`config.mk`:
```
export PLATFORM = sky130hd
export DESIGN_NAME = pwm_capture
export DESIGN_NICKNAME = d
export VERILOG_FILES = /design/src/rtl/pwm_pkg.sv /design/src/rtl/pwm_div.sv /design/src/rtl/pwm_capture.sv
export SDC_FILE = /design/constraint.sdc
export NUM_CORES = 1
export LEC_CHECK = 0
export ABC_AREA = 1
export BUFFER_PORTS_ARGS = -buffer_cell sky130_fd_sc_hd__clkbuf_2
export CAP_MARGIN = 25
export CELL_PAD_IN_SITES_DETAIL_PLACEMENT = 1
export CELL_PAD_IN_SITES_GLOBAL_PLACEMENT = 2
export CORE_MARGIN = 2
export CORE_UTILIZATION = 37
export CTS_BUF_LIST = sky130_fd_sc_hd__clkbuf_16
export DETAILED_ROUTE_END_ITERATION = 10
export GPL_TIMING_DRIVEN = 1
export PLACE_DENSITY = 0.86
export RECOVER_POWER = 25
export SLEW_MARGIN = 30
export SYNTH_ARGS = -nofsm -noshare
export SYNTH_HDL_FRONTEND = slang
export SYNTH_SLANG_ARGS = --single-unit
```
`constraint.sdc`:
```
create_clock -name clk -period 9 [get_ports clk]
set_input_delay 2.7 -clock clk [delete_from_list [all_inputs] [get_ports clk]]
set_output_delay 2.7 -clock clk [all_outputs]
set_load 0.03 [all_outputs]
```
`src/rtl/pwm_pkg.sv`:
```
// Shared PWM definitions: capture FSM states and the duty-cycle percent scale
// (same encoding the PWM generator's duty_cycle input uses).
package pwm_pkg;

  typedef enum logic [1:0] {
    IDLE = 2'd0,
    HIGH = 2'd1,
    LOW  = 2'd2
  } state_t;

  localparam int unsigned PERCENT_SCALE = 100;

endpackage

```
`src/rtl/pwm_div.sv`:
```
// Iterative restoring unsigned divider, one quotient bit per cycle.
// start is accepted only while not busy; done is a one-cycle pulse with quot valid.
module pwm_div #(
  parameter int unsigned NUM_W  = 15,
  parameter int unsigned DEN_W  = 8,
  parameter int unsigned QUOT_W = NUM_W
) (
  input  logic              clk,
  input  logic              rst,
  input  logic              start,
  input  logic [NUM_W-1:0]  num,
  input  logic [DEN_W-1:0]  den,
  output logic              busy,
  output logic              done,
  output logic [QUOT_W-1:0] quot
);

  localparam int unsigned CW = $clog2(NUM_W + 1);

  logic             run;
  logic [CW-1:0]    count;
  logic [NUM_W-1:0] q, q_src, q_n;
  logic [DEN_W-1:0] rem, rem_src, rem_n, den_r, den_src;
  logic [DEN_W:0]   shifted, den_ext;
  logic             load, ge;

  // The load cycle already produces the first quotient bit from the raw operands.
  always_comb begin
    load    = start & ~busy;
    rem_src = load ? '0  : rem;
    q_src   = load ? num : q;
    den_src = load ? den : den_r;
    shifted = {rem_src, q_src[NUM_W-1]};
    den_ext = {1'b0, den_src};
    ge      = (shifted >= den_ext);
    rem_n   = ge ? DEN_W'(shifted - den_ext) : shifted[DEN_W-1:0];
    q_n     = {q_src[NUM_W-2:0], ge};
  end

  always_ff @(posedge clk or posedge rst) begin
    if (rst) begin
      run   <= 1'b0;
      done  <= 1'b0;
      count <= '0;
      q     <= '0;
      rem   <= '0;
      den_r <= '0;
    end else begin
      done <= 1'b0;
      if (load) begin
        run   <= 1'b1;
        den_r <= den;
        q     <= q_n;
        rem   <= rem_n;
        count <= CW'(NUM_W - 1);
      end else if (run) begin
        q     <= q_n;
        rem   <= rem_n;
        count <= count - 1'b1;
        if (count == CW'(1)) begin
          run  <= 1'b0;
          done <= 1'b1;
        end
      end
    end
  end

  // Held busy through the done cycle so a result is never overwritten as it is published.
  assign busy = run | done;
  assign quot = q[QUOT_W-1:0];

endmodule

```
`src/rtl/pwm_capture.sv`:
```
// PWM capture: measures period, high time and integer duty percent of an async input.
// Optional glitch filter enabled by defining PWM_CAP_FILTER_EN.
module pwm_capture
  import pwm_pkg::*;
#(
  parameter  int unsigned CLK_FREQ   = 50_000_000,
  parameter  int unsigned PWM_FREQ   = 1_000,
  parameter  int unsigned MAX_PERIOD = 2 * CLK_FREQ / PWM_FREQ,
  parameter  int unsigned FILTER_LEN = 4,
  localparam int unsigned CNT_W      = $clog2(MAX_PERIOD + 1)
) (
  input  logic             clk,
  input  logic             rst,
  input  logic             pwm_in,
  output logic [CNT_W-1:0] period_cnt,
  output logic [CNT_W-1:0] high_cnt,
  output logic [7:0]       duty_cycle,
  output logic             valid,
  output logic             timeout
);

  localparam int unsigned NUM_W = CNT_W + 7;

  logic             sync1, sync2, lvl, lvl_d, rise, fall, at_max;
  logic [CNT_W-1:0] cnt, high_tmp, meas_period, meas_high;
  state_t           state, state_n;
  logic             latch_high, close, to_evt, start;
  logic             div_busy, div_done;
  logic [NUM_W-1:0] num;
  logic [7:0]       quot;

  always_ff @(posedge clk or posedge rst) begin
    if (rst) begin
      sync1 <= 1'b0;
      sync2 <= 1'b0;
      lvl_d <= 1'b0;
    end else begin
      sync1 <= pwm_in;
      sync2 <= sync1;
      lvl_d <= lvl;
    end
  end

`ifdef PWM_CAP_FILTER_EN
  localparam int unsigned FCNT_W = $clog2(FILTER_LEN + 1);
  logic [FCNT_W-1:0] fcnt;
  logic              filt;

  always_ff @(posedge clk or posedge rst) begin
    if (rst) begin
      fcnt <= '0;
      filt <= 1'b0;
    end else if (sync2 == filt) begin
      fcnt <= '0;
    end else if (fcnt == FCNT_W'(FILTER_LEN - 1)) begin
      filt <= sync2;
      fcnt <= '0;
    end else begin
      fcnt <= fcnt + 1'b1;
    end
  end

  assign lvl = filt;
`else
  assign lvl = sync2;
`endif

  assign rise   = lvl & ~lvl_d;
  assign fall   = ~lvl & lvl_d;
  assign at_max = (cnt == CNT_W'(MAX_PERIOD));

  always_ff @(posedge clk or posedge rst) begin
    if (rst)          cnt <= '0;
    else if (rise)    cnt <= CNT_W'(1);
    else if (!at_max) cnt <= cnt + 1'b1;
  end

  always_ff @(posedge clk or posedge rst) begin
    if (rst) state <= IDLE;
    else     state <= state_n;
  end

  // IDLE refires only until timeout is set, so a static line reports once.
  always_comb begin
    state_n    = state;
    latch_high = 1'b0;
    close      = 1'b0;
    to_evt     = 1'b0;
    case (state)
      IDLE: begin
        if (rise) state_n = HIGH;
        else if (at_max && !timeout) to_evt = 1'b1;
      end
      HIGH: begin
        if (at_max) begin
          to_evt  = 1'b1;
          state_n = IDLE;
        end else if (fall) begin
          latch_high = 1'b1;
          state_n    = LOW;
        end
      end
      LOW: begin
        if (rise) begin
          close   = 1'b1;
          state_n = HIGH;
        end else if (at_max) begin
          to_evt  = 1'b1;
          state_n = IDLE;
        end
      end
      default: state_n = IDLE;
    endcase
  end

  assign start = close & ~div_busy;
  assign num   = NUM_W'(high_tmp) * NUM_W'(PERCENT_SCALE);

  pwm_div #(
    .NUM_W (NUM_W),
    .DEN_W (CNT_W),
    .QUOT_W(8)
  ) u_div (
    .clk  (clk),
    .rst  (rst),
    .start(start),
    .num  (num),
    .den  (cnt),
    .busy (div_busy),
    .done (div_done),
    .quot (quot)
  );

  always_ff @(posedge clk or posedge rst) begin
    if (rst) begin
      high_tmp    <= '0;
      meas_period <= '0;
      meas_high   <= '0;
      period_cnt  <= '0;
      high_cnt    <= '0;
      duty_cycle  <= '0;
      valid       <= 1'b0;
      timeout     <= 1'b0;
    end else begin
      valid <= 1'b0;
      if (latch_high) high_tmp <= cnt;
      if (start) begin
        meas_period <= cnt;
        meas_high   <= high_tmp;
      end
      if (to_evt) begin
        timeout    <= 1'b1;
        period_cnt <= '0;
        high_cnt   <= '0;
        duty_cycle <= lvl ? 8'(PERCENT_SCALE) : '0;
        valid      <= 1'b1;
      end else if (div_done) begin
        period_cnt <= meas_period;
        high_cnt   <= meas_high;
        duty_cycle <= quot;
        timeout    <= 1'b0;
        valid      <= 1'b1;
      end
    end
  end

endmodule

```
==> results of run 1 <==
-- worst max-delay path, stage by stage (launching register included) --
cell and delay [ns]:
dfrtp_1 0.43, nand2_1 0.46, nor2_4 0.23, nand2_1 0.69
inv_1 0.71, buf_4 0.53, nand2_1 0.24, o21ai_0 0.19
inv_1 0.16, ha_1 0.40, nand2_1 0.13, nor2_1 0.16
and3_1 0.17, nand2_1 0.07, nand2_1 0.08, nand2_1 0.09
nand2_4 0.18, nand2_2 0.22, o21bai_1 0.25, nor2_1 0.05
-- layout make-up --
| type | instances | area, um2 | area share |
|---|---|---|---|
| multi-input cells | 933 | 4982 | 0.4239 |
| flip-flops and latches | 182 | 4554 | 0.3875 |
| clock inverters | 15 | 153.9 | 0.01309 |
| inverters | 234 | 888.4 | 0.07559 |
| clock buffers | 17 | 425.4 | 0.03620 |
| well taps | 384 | 480.5 | 0.04088 |
| repair buffers | 52 | 267.8 | 0.02278 |
-- power by group through the flow --
stage,clock network [W],registers [W],logic (W)
after floorplan,0,0.00112,0.000865
after global placement,0,0.00111,0.00114
after detailed placement,0,0.00112,0.00118
after CTS,0.000772,0.00110,0.00119
after global routing,0.000804,0.00113,0.00136
final,0.000754,0.00110,0.00117
-- path summary, 6_finish.rpt --
path | to | slack (ns)
worst max-delay path | u_div.rem[10] | 3.46
worst min-delay path | lvl | 0.39
worst max register to register | u_div.rem[10] | 3.46
worst min register to register | lvl | 0.39
max in group asynchronous | high_tmp[8] | 5.17
min in group asynchronous | period_cnt[8] | 2.40
-- per-stage QoR --
step | worst slack (ns) | area (um2) | cells
floorplan | 1.356 | 10630 | 1391
global placement | 4.220 | 11200 | 1785
detailed placement | 4.032 | 11200 | 1785
CTS | 4.034 | 11780 | 1817
global route | 2.862 | 11750 | 1817
finish | 3.459 | 11750 | 1817
-- Yosys cell counts (2+ instances only) --
| cell type | count |
|---|---|
| o31ai_1 | 2 |
| nand3b_1 | 6 |
| o21ai_1 | 14 |
| a21o_1 | 5 |
| o211ai_1 | 5 |
| and3_1 | 2 |
| xnor2_1 | 3 |
| or2_2 | 3 |
| nand2_4 | 3 |
| nor2_1 | 77 |
| nor2_2 | 12 |
| inv_1 | 230 |
| a31oi_1 | 2 |
| clkbuf_1 | 30 |
| ha_1 | 76 |
| nand3_1 | 54 |
| nand2_2 | 6 |
| nand2_1 | 464 |
| a21oi_2 | 2 |
| nor4_1 | 3 |
| nor3_1 | 7 |
| buf_2 | 9 |
| o21ai_0 | 85 |
| o21bai_1 | 12 |
| o22ai_1 | 3 |
| nand4_1 | 5 |
| inv_2 | 2 |
| dfrtp_1 | 182 |
| a21oi_1 | 49 |
| fa_1 | 13 |
| xor2_1 | 11 |
-- logic make-up after synthesis --
family / count (synthesis) / share of synthesized area
simple gates: 647 / 0.2505
buf+inv: 276 / 0.1010
compound gates: 182 / 0.09369
flops: 182 / 0.4284
fa+ha+maj: 89 / 0.1139
xor+xnor: 14 / 0.01154
mux: 1 / 0.0009417
-- per-layer routing --
| layer | up-vias | wire [um] |
|---|---|---|
| li1 | 4369 | - |
| met1 | 4286 | 13900 |
| met2 | 108 | 13470 |
| met3 | 26 | 725 |
| met4 | 0 | 396 |
| met5 | - | 0 |
-- cells in the final DEF, fill, tap and decap left out, types with 11 or more instances in the layout --
cell type | synthesis | layout
o21ai_0 | 85 | 88
o21ai_1 | 14 | 11
o21bai_1 | 12 | 12
clkbuf_16 | 0 | 17
nand2_1 | 464 | 467
a21oi_1 | 49 | 49
nor2_1 | 77 | 78
inv_1 | 230 | 231
fa_1 | 13 | 13
nand3_1 | 54 | 54
dfrtp_1 | 182 | 182
ha_1 | 76 | 76
nor2_2 | 12 | 11
clkbuf_2 | 0 | 46
xor2_1 | 11 | 11
-- flip-flops by register name, summed over array words and instances (netlist names), 2 cells and up --
name and flops:
state 2, duty_cycle 8, u_div.count 5, meas_period 17, cnt 17, period_cnt 17
u_div.den_r 17, meas_high 17, high_cnt 17, high_tmp 17, u_div.q 24, u_div.rem 17
==> results.md, run 1 <==
* CP arrival at 5.87 ns
* Die Span Y at approximately 170 um
* Vias per std cell at about 4.8
* Worst-Margin Slew at 2.800 ns
* Ranking of synthesized cells by area: dfrtp_1 (43%), nand2_1 (16%), ha_1 (8.9%)
* P_int at 0.001800 W
* Number of synthesis warnings at 0
* Boundary pin count at 47
* Max Fclk at 180.5 MHz
* Total Power at 0.003029 W
* Clock Pin Slew Worst Setup and Hold Paths at around 0.07 ns
* Sequential area share after synthesis at 0.4284
* Hold depth at 0
* Latest clock arrival within the worst-skew pair at 0.44 ns
* Clock Path Buffers at 2
* DIE WIDTH at approximately 170 um
* WL final at 28490 um
* Port Buffers at 46
* Fill count at between 3000 and 4000
* Startpoint types: register
* # Max-Cap Violations at 1
* CTS tree: done
* Antenna Violating Nets Remaining at 0
* CP Capture Type: register
* Clk Tree Root Cell: clkbuf_16
* Number of global-route vias before repair at 9484
* Antenna violations before repair at 0
* First-pass GRT wire length at 48730 um
* Max Slew Vio Count at between 60 and 70
* Leakage at 6.589 nW
* Pwr Density at 257.7 nW/um2
* Cts hold-fix bufs at 0
* Ant diodes at 0
* Met3 Resource Use GR at 0.03202
* Synth top area share at 0.4284
* EDFF count, synth at 0
* RSZ-0062 raised after global routing: false
* Share of post-route cells with drive strength above 1 at 0.07467
* Status: finished with violations
* CP Data Required Time at between 9 and 10 ns
* Area growth syn-to-layout at 10.56%
* Sinks on Clock Net at 182
* Gate count of the mapped netlist at 1391
* Clk network pwr share at 0.249
* Max H-tree Level at 4
* GRT Overall Usage at 0.2008
* Logic pwr share at 0.387
* Power share of the sequential group at 0.364
* Worst setup startpoint: lvl
* First-pass DRT Iterations at 4
* Die area at between 30000 and 40000 um2
* Post-DR wirelength/cell at 15.68 um
* Final Hold Viols at 0
* R2R cell count at 19
* Clock period minus final worst setup slack at 5.541 ns
* Routed vias at 8789
* Top FF cell, synth: dfrtp_1
* Sw frac at 0.4059
* GR Overflow Total at 0
* HPWL Detailed at between 20000 and 25000 um
* Met2 Usage GRT at 0.3403
* Starting density of the core at 0.3734
* Flops & latches, synth at 182
* Final net count at 1512
* Failing checks: capacitance limit, slew limit
* Core ar. at ~28000 um2
* Net Switching at 0.001229 W
* Max VDD drop at about 0.16 mV
* CTS resizes at 0
* Hold slack at 0.3888 ns
* Busiest grt layer: met2
* CP Max Fanout at 45
* Post-Syn Area at 10630 um2
* Setup tns final at 0 ns
* Mapped Nets at 1483
* GP Congestion at approximately 0.79
* Synth unique cells at 45
* Post-CTS setup buffers at 0
* Row count at 62
* DRT iter0 DRCs at just under 500
* Fin Clk Skew at 0.008602 ns
* R2R Path Start: lvl
* Top cell type by total area after synthesis: dfrtp_1
* Headroom to the max-slew limit at -0.8668
* Mean Syn Cell Area at 7.642 um2
* Fin crit share at 0.6156
* Min-Delay Path Class: reg2reg
* Setup Viol. Count Final at 0
* Async set-reset flop share out of synthesis at 1.000
* CTS buffer count at 17
* Final core occ at 0.4128
* Worst hold start: sync1
* Largest net degree at the start of global routing at 117
* GR Util met1 at 0.2703
* DR DRC count at 0
* WS Path Type: reg2reg
Note: power is estimated with default switching activity, not from simulation.
==> run 2: changes to the inputs <==
--- a/config.mk
+++ b/config.mk
@@ -11,11 +11,11 @@
 export CELL_PAD_IN_SITES_DETAIL_PLACEMENT = 1
 export CELL_PAD_IN_SITES_GLOBAL_PLACEMENT = 2
 export CORE_MARGIN = 2
-export CORE_UTILIZATION = 37
+export CORE_UTILIZATION = 33
 export CTS_BUF_LIST = sky130_fd_sc_hd__clkbuf_16
 export DETAILED_ROUTE_END_ITERATION = 10
 export GPL_TIMING_DRIVEN = 1
-export PLACE_DENSITY = 0.86
+export PLACE_DENSITY = 0.82
 export RECOVER_POWER = 25
 export SLEW_MARGIN = 30
 export SYNTH_ARGS = -nofsm -noshare
==> constraint.sdc (replaced) <==
create_clock -name clk -period 4.8 [get_ports clk]
set_input_delay 1.44 -clock clk [delete_from_list [all_inputs] [get_ports clk]]
set_output_delay 1.44 -clock clk [all_outputs]
set_load 0.03 [all_outputs]
==> run 2 against run 1 <==
The flow still finishes with violations (capacitance limit, slew limit); routed wire length increased by 0.35%; via count about the same; sequential power increased by 85%; global-route usage decreased by 2.2 points; combinational power increased by 100%; count of clock-buffer cells in the layout unchanged; cell count increased by 2.0%; non-clock buffer count increased by 18; largest power group unchanged.
==> results.md, run 2 (synthesized netlist as in run 1, its figures left out) <==
* CTS buffer count at 17
* Leakage at 6.701 nW
* Area growth syn-to-layout at 13.89%
* GP Congestion at ~0.83
* Sw frac at 0.4057
* Logic pwr share at 0.404
* Max Fclk at 220.4 MHz
* WP depth at 30
* CP Data Required Time at 5.13 ns
* Final net count at 1530
* Clock period minus final worst setup slack at 4.537 ns
* Net Switching at between 0.002 and 0.0025 W
* Clock Path Buffers at 2
* Clock Pin Slew Worst Setup and Hold Paths at 0.07 ns
* First-pass DRT Iterations at 4
* Boundary pin count at 47
* Failing checks: capacitance limit, slew limit
* DRT iter0 DRCs at 388
* Post-placement cell area at 11310 um2
* CP Max Fanout at 12
* DR DRC count at 0
* GR Overflow Total at 0
* WS Path Type: reg2reg
* Antenna violations before repair at 0
* Fin crit share at 0.9452
* WL final at 28590 um
* Final Hold Viols at 0
* Commonest non-fill, non-tap cell in the layout: nand2_1
* Antenna Violating Nets Remaining at 0
* Row count at 65
* Startpoint types: register
* Max H-tree Level at 4
* First-pass GRT wire length at just under 50000 um
* # Max-Cap Violations at 1
* DIE WIDTH at ~180 um
* Largest net degree at the start of global routing at ~110
* Sinks on Clock Net at about 180
* Vias per std cell at 4.740
* Fill count at ~4000
* Min-Delay Path Class: reg2reg
* Latest clock arrival within the worst-skew pair at about 0.44 ns
* Fin Clk Skew at 0.01585 ns
* Hold depth at 0
* Headroom to the max-slew limit at -0.7876
* Share of post-route cells with drive strength above 1 at 0.1054
* GRT Overall Usage at 0.1793
* Ant diodes at 0
* Die Span Y at around 180 um
* Most frequent cells in the layout: nand2_1 (459), inv_1 (229), dfrtp_1 (182)
* Setup Viol. Count Final at 0
* Pwr Density at just under 500 nW/um2
* Finished Cell Area at 12110 um2
* Max stage delay on crit path at 0.54 ns
* Post-DR wirelength/cell at 15.43 um
* Worst path most repeated cell: nand2_1
* Setup tns final at 0 ns
* Total Power at 0.005872 W
* Max FFs per register at 24
* Die area at 33660 um2
* CP Capture Type: register
* P_int at 0.003490 W
* Core ar. at 31640 um2
* CP arrival at ~4.9 ns
* Worst path slowest cell: fa_1
* Worst-Margin Slew at 2.681 ns
* Starting density of the core at 0.3360
* Max Slew Vio Count at 105
* HPWL Detailed at roughly 21000 um
* Power share of the sequential group at 0.346
* Largest Register: u_div.q
* Status: finished with violations
* Final core occ at 0.3827
* Hold slack at 0.3914 ns
* Number of global-route vias before repair at just over 9000
* Delay-heaviest family, CP: adder cells
* Port Buffers at 46
* Crit path buffers/inverters at 5
* Clk Tree Root Cell: clkbuf_16
* Routed vias at between 8000 and 9000
* CTS tree: done
* Max VDD drop at 0.2071 mV
* R2R cell count at 30
* Clk network pwr share at 0.250
-- run 2: area by class of cell --
type | count | area, um2 | area share
multi-input combinational | 933 | 5131 | 0.4238
sequential | 182 | 4554 | 0.3762
inverter | 234 | 889.6 | 0.07348
tap | 402 | 503.0 | 0.04155
clock buffer | 17 | 425.4 | 0.03514
timing repair buffer | 70 | 422.9 | 0.03493
clock inverter | 15 | 180.2 | 0.01488
-- run 2: routing by layer --
metal  track usage  up-vias  routed length (um)
met4       0.03584        0                 291
li1              -     4406                   -
met2        0.3058       81               13680
met3       0.02377       19                 658
met5             0        -                   0
met1        0.2441     4277               13970
-- run 2: final timing paths --
kind	start	end	slack [ns]
worst max-delay path	high_tmp[8]	u_div.rem[11]	0.26
worst min-delay path	sync1	lvl	0.39
max in group asynchronous	rst	u_div.q[10]	1.22
worst min register to register	sync1	lvl	0.39
worst max register to register	high_tmp[8]	u_div.rem[11]	0.26
min in group asynchronous	rst	period_cnt[8]	1.98
-- run 2: what timing repair did --
action / in CTS / in global routing
pin swaps: 0 / 3
hold endpoints to repair: 0 / 0
buffers inserted: 3 / 7
resized for setup: 4 / 20
setup endpoints to repair: 11 / 18
hold buffers: 0 / 0
-- run 2: stage by stage --
| step | setup slack (ns) | instances |
|---|---|---|
| 2_1_floorplan | 0.4788 | 1391 |
| 3_3_place_gp | 0.1619 | 1810 |
| 3_5_place_dp | -0.03291 | 1811 |
| 4_1_cts | 0.007724 | 1846 |
| 5_1_grt | -0.1027 | 1853 |
| 6_report | 0.2633 | 1853 |
-- run 2: power by group through the flow --
stage	Sequential [W]	Clock, W	Combinational (W)
detailed placement	0.00206	0	0.00224
CTS	0.00203	0.00152	0.00229
finish	0.00203	0.00147	0.00237
global placement	0.00205	0	0.00219
floorplan	0.00209	0	0.00162
global route	0.00207	0.00158	0.00272
==> run 3: changes to the inputs <==
--- a/config.mk
+++ b/config.mk
@@ -12,12 +12,12 @@
 export CELL_PAD_IN_SITES_GLOBAL_PLACEMENT = 2
 export CORE_MARGIN = 2
 export CORE_UTILIZATION = 33
-export CTS_BUF_LIST = sky130_fd_sc_hd__clkbuf_16
 export DETAILED_ROUTE_END_ITERATION = 10
 export GPL_TIMING_DRIVEN = 1
 export PLACE_DENSITY = 0.82
 export RECOVER_POWER = 25
-export SLEW_MARGIN = 30
+export SKIP_CTS_REPAIR_TIMING = 1
+export SLEW_MARGIN = 20
 export SYNTH_ARGS = -nofsm -noshare
 export SYNTH_HDL_FRONTEND = slang
 export SYNTH_SLANG_ARGS = --single-unit
==> run 3 against run 2 <==
The flow still finishes with violations (capacitance limit, slew limit); clock power barely moved; via count rose by 0.34%; first-iteration DRC count rose by 26%; hold slack gained 0.0095 ns; clock skew shrank 0.0019 ns; register-to-register slack better by 0.07 ns; combinational power about the same; flip-flop and latch count is the same; sequential power hardly changed; maximum frequency is 1.5% higher; critical path depth down 1; die area stayed put; largest cell class unchanged.
==> results.md, run 3 (synthesized netlist as in run 1, its figures left out) <==
* Logic pwr share at 0.402
* Worst path slowest cell: fa_1
* Non-filler cells, final at 1853
* Post-DR wirelength/cell at 15.48 um
* Clk network pwr share at 0.251
* CP Data Required Time at 5.16 ns
* Reg2reg setup slack at around 0.33 ns
* Clk Tree Root Cell: clkbuf_16
* Die area at 33660 um2
* Sinks on Clock Net at 182
* Hold EP: lvl
* Failing checks: capacitance limit, slew limit
* Final net count at 1531
* Worst hold start: sync1
* R2R cell count at 29
* Latest clock arrival within the worst-skew pair at 0.44 ns
* CP Capture Type: register
* Largest net degree at the start of global routing at 183
* Net Switching at 0.002325 W
* GR Overflow Total at 0
* Starting density of the core at 0.3360
* Min-Delay Path Class: reg2reg
* Clock Pin Slew Worst Setup and Hold Paths at 0.07 ns
* Most frequent cells in the layout: nand2_1 (459), inv_1 (229), dfrtp_1 (179)
* Worst path most repeated cell: nand2_1
* CTS tree: done
* Final core occ at 0.3833
* Worst reg2reg endpoint: u_div.rem[1]
* Power share of the sequential group at 0.347
* Headroom to the max-slew limit at -0.3712
* DP Cell Count at 1810
* Area growth syn-to-layout at 14.07%
* Final Hold Viols at 0
* CTS buffer count at 17
* Ant diodes at 0
* Max FFs per register at 24
* Largest Register: u_div.q
* Fin Clk Skew at 0.01395 ns
* WS Path Type: reg2reg
* Core ar. at approximately 32000 um2
* Leakage at ~6.7 nW
* Worst-Margin Slew at 2.057 ns
* Antenna Violating Nets Remaining at 0
* Fin crit share at 0.9315
* Clock period minus final worst setup slack at 4.471 ns
* GRT Overall Usage at 0.1786
* P_int at 0.003547 W
* CP Max Fanout at 6
* Setup Viol. Count Final at 0
* Max stage delay on crit path at roughly 0.50 ns
* Die Span Y at 183.5 um
* Sw frac at 0.3959
* WL final at 28680 um
* Boundary pin count at 47
* Post-placement cell area at 11280 um2
* Hold depth at 0
* Max Slew Vio Count at 77
* Hold slack at 0.4009 ns
* Share of post-route cells with drive strength above 1 at 0.1068
* Max Fclk at 223.6 MHz
* Port Buffers at 46
* Max VDD drop at ~0.21 mV
* DR DRC count at 0
* Row count at 65
* Max H-tree Level at 4
* First-pass GRT wire length at 47770 um
* DRT iter0 DRCs at 489
* Setup tns final at 0 ns
* GP Congestion at 0.8284
* Status: finished with violations
* Clock Path Buffers at 2
* Pwr Density at a little under 500 nW/um2
* Startpoint types: register
* Number of global-route vias before repair at 9189
* Commonest non-fill, non-tap cell in the layout: nand2_1
* CP arrival at 4.83 ns
* Antenna violations before repair at 1
* # Max-Cap Violations at 1
* HPWL Detailed at 20600 um
* R2R Path Start: high_tmp[6]
* First-pass DRT Iterations at 4
* Vias per std cell at 4.756
* Finished Cell Area at 12130 um2
* DIE WIDTH at between 150 and 200 um
* Routed vias at 8813
==> run 3: worst max path at each step <==
stage,from,endpoint,depth (start not counted)
after floorplan,high_tmp[4],u_div.rem[7],31
after global placement,high_tmp[8],u_div.q[0],28
after detailed placement,high_tmp[3],u_div.q[0],30
after CTS,high_tmp[4],u_div.rem[9],31
after global routing,high_tmp[4],u_div.rem[4],32
final,high_tmp[6],u_div.rem[1],29
==> run 3: layer usage <==
layer / global-route usage / share of wire
met1: 0.2424 / 0.49
met2: 0.3016 / 0.47
met3: 0.02179 / 0.023
met4: 0.04704 / 0.013
met5: 0 / 0
==> run 3: critical path: cells and delay by family, from the launching register on <==
family	cells	cell delay [ns]
DFF	1	0.42
adders and majority gates	6	1.90
buffers and inverters	4	0.32
and+or+nand+nor	18	1.66
AOI/OAI and AO/OA	1	0.07
==> run 3: cell type report <==
class	instances	area, um2
sequential	182	4558
clock buffer	21	460.4
multi-input combinational	934	5145
clock inverter	10	146.4
inverter	234	889.6
tap	402	503.0
fill	3874	19510
timing repair buffer	70	422.9
==> run 3: power groups by stage <==
stage	Combinational, W	Sequential, W	Clock (W)
3_5_place_dp	0.00223	0.00206	0
2_1_floorplan	0.00162	0.00209	0
4_1_cts	0.00226	0.00204	0.00152
6_report	0.00236	0.00204	0.00147
3_3_place_gp	0.00219	0.00205	0
5_1_grt	0.00272	0.00208	0.00158
==> run 3: through the flow <==
| stage | setup slack [ns] | power, W |
|---|---|---|
| after floorplan | 0.4788 | 0.003716 |
| after global placement | 0.1619 | 0.004243 |
| after detailed placement | -0.03479 | 0.004298 |
| after CTS | -0.06340 | 0.005820 |
| after global routing | -0.02045 | 0.006376 |
| final | 0.3286 | 0.005873 |
